==> src/rtl/xor_share_ctrl.sv <==
// rtl/xor_share_ctrl.sv - round-robin scheduler sharing one external 1-bit XOR cell among N requesters
module xor_share_ctrl #(
  parameter int N_REQ = 4,
  parameter int WIDTH = 8,
  localparam int IDW = $clog2(N_REQ),
  localparam int CW = $clog2(WIDTH) + 1
) (
  input  logic                   clk,
  input  logic                   rst_n,
  input  logic [N_REQ-1:0]       req_valid,
  output logic [N_REQ-1:0]       req_ready,
  input  logic [N_REQ*WIDTH-1:0] req_a,
  input  logic [N_REQ*WIDTH-1:0] req_b,
  output logic                   xor_a,
  output logic                   xor_b,
  input  logic                   xor_y,
  output logic                   resp_valid,
  input  logic                   resp_ready,
  output logic [WIDTH-1:0]       resp_data,
  output logic [IDW-1:0]         resp_id
);

  typedef enum logic [1:0] {IDLE, SHIFT, DONE} state_t;

  state_t             state, state_nxt;
  logic [IDW-1:0]     ptr;
  logic [IDW-1:0]     id;
  logic [CW-1:0]      cnt;
  logic [WIDTH-1:0]   r;
  logic [WIDTH-1:0]   sa;
  logic [WIDTH-1:0]   sb;
  logic [N_REQ-1:0]   grant;
  logic [IDW-1:0]     gidx;
  logic               found;
  logic [2*N_REQ-1:0] rot_dbl;
  logic [WIDTH-1:0]   a_arr [N_REQ];
  logic [WIDTH-1:0]   b_arr [N_REQ];

  for (genvar i = 0; i < N_REQ; i++) begin : g_unpack
    assign a_arr[i] = req_a[i*WIDTH +: WIDTH];
    assign b_arr[i] = req_b[i*WIDTH +: WIDTH];
  end

  // Rotate valids so bit 0 is the requester at ptr, then take the first set bit.
  assign rot_dbl = {req_valid, req_valid} >> ptr;

  always_comb begin
    int s;
    s     = 0;
    grant = '0;
    gidx  = '0;
    found = 1'b0;
    for (int k = 0; k < N_REQ; k++) begin
      if (!found && rot_dbl[k]) begin
        found = 1'b1;
        s = int'(ptr) + k;
        if (s >= N_REQ) s = s - N_REQ;
        gidx = IDW'(s);
      end
    end
    if (found && state == IDLE && rst_n) grant[gidx] = 1'b1;
  end

  assign req_ready  = grant;
  assign xor_a      = (state == SHIFT) ? sa[0] : 1'b0;
  assign xor_b      = (state == SHIFT) ? sb[0] : 1'b0;
  assign resp_valid = (state == DONE);
  assign resp_data  = (state == DONE) ? r : '0;
  assign resp_id    = (state == DONE) ? id : '0;

  always_comb begin
    state_nxt = state;
    case (state)
      IDLE:    if (|grant) state_nxt = SHIFT;
      SHIFT:   if (cnt == CW'(WIDTH - 1)) state_nxt = DONE;
      DONE:    if (resp_ready) state_nxt = IDLE;
      default: state_nxt = IDLE;
    endcase
  end

  always_ff @(posedge clk or negedge rst_n) begin
    if (!rst_n) begin
      state <= IDLE;
      ptr   <= '0;
      id    <= '0;
      cnt   <= '0;
      r     <= '0;
      sa    <= '0;
      sb    <= '0;
    end else begin
      state <= state_nxt;
      case (state)
        IDLE: begin
          if (|grant) begin
            sa  <= a_arr[gidx];
            sb  <= b_arr[gidx];
            id  <= gidx;
            cnt <= '0;
            r   <= '0;
          end
        end
        SHIFT: begin
          // Result fills from the top so the LSB-first stream lands in order.
          r   <= {xor_y, r[WIDTH-1:1]};
          sa  <= {1'b0, sa[WIDTH-1:1]};
          sb  <= {1'b0, sb[WIDTH-1:1]};
          cnt <= cnt + CW'(1);
        end
        DONE: begin
          if (resp_ready) ptr <= (id == IDW'(N_REQ - 1)) ? '0 : id + IDW'(1);
        end
        default: ;
      endcase
    end
  end

endmodule

==> config.mk <==
export PLATFORM = sky130hd
export DESIGN_NAME = xor_share_ctrl
export DESIGN_NICKNAME = d
export VERILOG_FILES = /design/src/rtl/xor_share_ctrl.sv
export SDC_FILE = /design/constraint.sdc
export NUM_CORES = 1
export LEC_CHECK = 0
export BUFFER_PORTS_ARGS = -buffer_cell sky130_fd_sc_hd__clkbuf_2
export CAP_MARGIN = 15
export CORE_ASPECT_RATIO = 2
export CORE_MARGIN = 10
export CORE_UTILIZATION = 48
export DETAILED_ROUTE_END_ITERATION = 10
export PLACE_DENSITY = 0.88
export SYNTH_ARGS = -nofsm -noshare
export SYNTH_HDL_FRONTEND = slang
export SYNTH_SLANG_ARGS = --single-unit
==> constraint.sdc <==
create_clock -name clk -period 3.24 [get_ports clk]
set_input_delay 0.972 -clock clk [delete_from_list [all_inputs] [get_ports clk]]
set_output_delay 0.972 -clock clk [all_outputs]
set_load 0.01 [all_outputs]
==> out/qor.yml <==
cts-root-buf: "clkbuf_8"
drive_above_1_share: 0.413
max_freq_ghz: 0.326
fp.dieH_microns: 113
tightest_slew_ps: 696
grt_pass1_vias: 2013
total_power_uw: 2000
start_util: 0.499
yosys.cell_types.count: 33
status: "complete, no violations"
vdd_drop_max_mv: 0.559
cts_post_setup_buffers_inserted: 0
insertion_delay_ps: 280
drc: 0
final_cells: 340
postLayoutCoreUtil: 0.635
cp_max_fo: 5
clock_skew_ps: 6.78
p_leak_uw: 0.00135
die_w_microns: 66.3
htree_levels: 2
post_cts_resized: 0
routed_wirelength_microns: 5960
post-dp-hpwl_microns: 4790
grt_usage: 0.159
fin_crit_sh: 0.948
maxSlewViolCount: 0
vias_per_cell: 5.61
first_iter_violations: 90
power_density_mw_per_mm2: 762
nNetsFinal: 362
antenna_found_initial: 0
cts_made_buffers: 5
tns_ps: 0
yosys_register_bits: 34
clk_pin_slew_ps: 60
finalCriticalPeriod_ps: 3070
clock-sinks: 34
die_area_sq_mm: 0.00747
fp-row-count: 33
cap_violations: 0
synth_edf_count: 0
multi_input_area_sq_mm: 0.00109
nFillCells: 374
rsz0062_at_grt: "false"
area_growth_pct: 27.4
grt_pass1_wl_microns: 9520
ys_seq_area_frac: 0.413
path_class: "input port to output port"
finalHoldViolCount: 0
critPathLaunchType: "input port"
regArea_sq_um: 851
hold_path.class: "register to register"
dp.cells: 333
num_vias: 1909
detail_route.wl_per_cell_microns: 17.5
cts_buffer_depth: 2
syn_inst: 197
end_kind: "output port"
yosys_most_used_dff: "dfrtp_1"
io_pins: 89
grt_max_degree: 35
async_reset_ff_frac: 1.00
tritoncts: "yes"
cp.required_ps: 2270
slew_headroom: 0.535
holdWs_ps: 493
syn-num-nets: 271
firstDrtPassIters: 4
ant_nets: 0
avgSynthCellArea_sq_um: 10.5
port_buffers: 88
core_area_sq_mm: 0.00413
cts_hold_buf: 0
ys_warn_count: 0
reg2reg_setup_slack_ps: 1420
cp.arrival_ps: 2100
syn_area_sq_mm: 0.00206
overflow: 0
gp_congestion: 0.768
n_antenna_cell: 0
finalSetupViolCount: 0
-- cell usage in the layout (no fill, tap or decap), drive strengths merged --
cell type,Yosys,routed
clkbuf,4,93
dfrtp,34,34
mux2i,33,33
nand2,26,26
o221ai,16,16
o21ai,14,14
a22oi,14,14
and2,11,11
buf,10,10
nor2,7,7
inv,5,5
a21oi,3,3
nand3b,2,2
nor2b,2,2
mux2,2,2
ha,2,2
clkinv,0,2
nand2b,2,2
a2bb2oi,1,1
nor3b,1,1
a211o,1,1
o41ai,1,1
nor3,1,1
a21o,1,1
nand4b,1,1
o31ai,1,1
o22ai,1,1
nand4,1,1
-- layout make-up --
class                      instances  area share
multi-input combinational        144       0.417
clock inverter                     2     0.00381
inverter                           5     0.00715
timing repair buffer              98       0.196
tap                               52      0.0248
sequential                        34       0.324
clock buffer                       5      0.0262
-- layer usage --
metal / wire length (microns) / track usage
met1: 1960 / 0.157
met2: 3440 / 0.290
met3: 429 / 0.0498
met4: 131 / 0.0605
met5: 0 / 0
-- kinds of logic after synthesis --
group,after synthesis,share of synthesized area
AND/OR/NAND/NOR,54,0.134
AO/OA/AOI/OAI,53,0.205
multiplexers,35,0.171
flip-flops,34,0.413
buffers and inverters,19,0.0650
adder cells (fa/ha/maj),2,0.0121
-- worst paths after layout --
path / from / end / cells past startpoint
worst max-delay path: req_valid[1] / req_ready[0] / 7
worst min-delay path: sa[7]$_DFFE_PN0P_ / sa[7]$_DFFE_PN0P_ / 2
worst max register to register: ptr[1]$_DFFE_PN0P_ / sa[2]$_DFFE_PN0P_ / 6
worst min register to register: sa[7]$_DFFE_PN0P_ / sa[7]$_DFFE_PN0P_ / 2
max in group asynchronous: rst_n / sa[4]$_DFFE_PN0P_ / 2
min in group asynchronous: rst_n / r[2]$_DFFE_PN0P_ / 2
-- worst max-delay path: stages --
cell and delay (ps):
clkbuf_2 130, o41ai_1 100, buf_4 140, nor3_2 320, nand2_2 140, nor2_1 130
clkbuf_2 170
-- per-stage QoR --
step,instance area (sq um),worst slack [ps]
floorplan,2060,288
detailed placement,2540,192
finish,2620,169
global route,2620,52.4
global placement,2540,213
CTS,2620,188
-- flip-flops by register name, indices dropped and copies added, names as in the netlist --
name	cells
sb	8
r	8
sa	8
cnt	4
state	2
id	2
ptr	2
-- Yosys cell counts (2+ instances only) --
cell | count | share of area
a21oi_1 | 3 | 0.0073
a22oi_1 | 14 | 0.051
and2_1 | 11 | 0.033
buf_4 | 4 | 0.015
buf_6 | 4 | 0.022
clkbuf_1 | 4 | 0.0073
dfrtp_1 | 34 | 0.41
ha_1 | 2 | 0.012
inv_1 | 5 | 0.0091
mux2_2 | 2 | 0.011
mux2i_1 | 33 | 0.16
nand2_1 | 25 | 0.046
nand3b_1 | 2 | 0.0073
nor2_1 | 7 | 0.013
nor2b_1 | 2 | 0.0061
o21ai_0 | 14 | 0.034
o221ai_1 | 9 | 0.038
o221ai_2 | 7 | 0.051
-- where the power goes --
| group | switching (uW) | internal [uW] | total, uW |
|---|---|---|---|
| Sequential | 144 | 616 | 760 |
| Combinational | 515 | 437 | 952 |
| Clock | 143 | 144 | 287 |
| Total | 802 | 1200 | 2000 |
(Power assumes the default switching activity.)
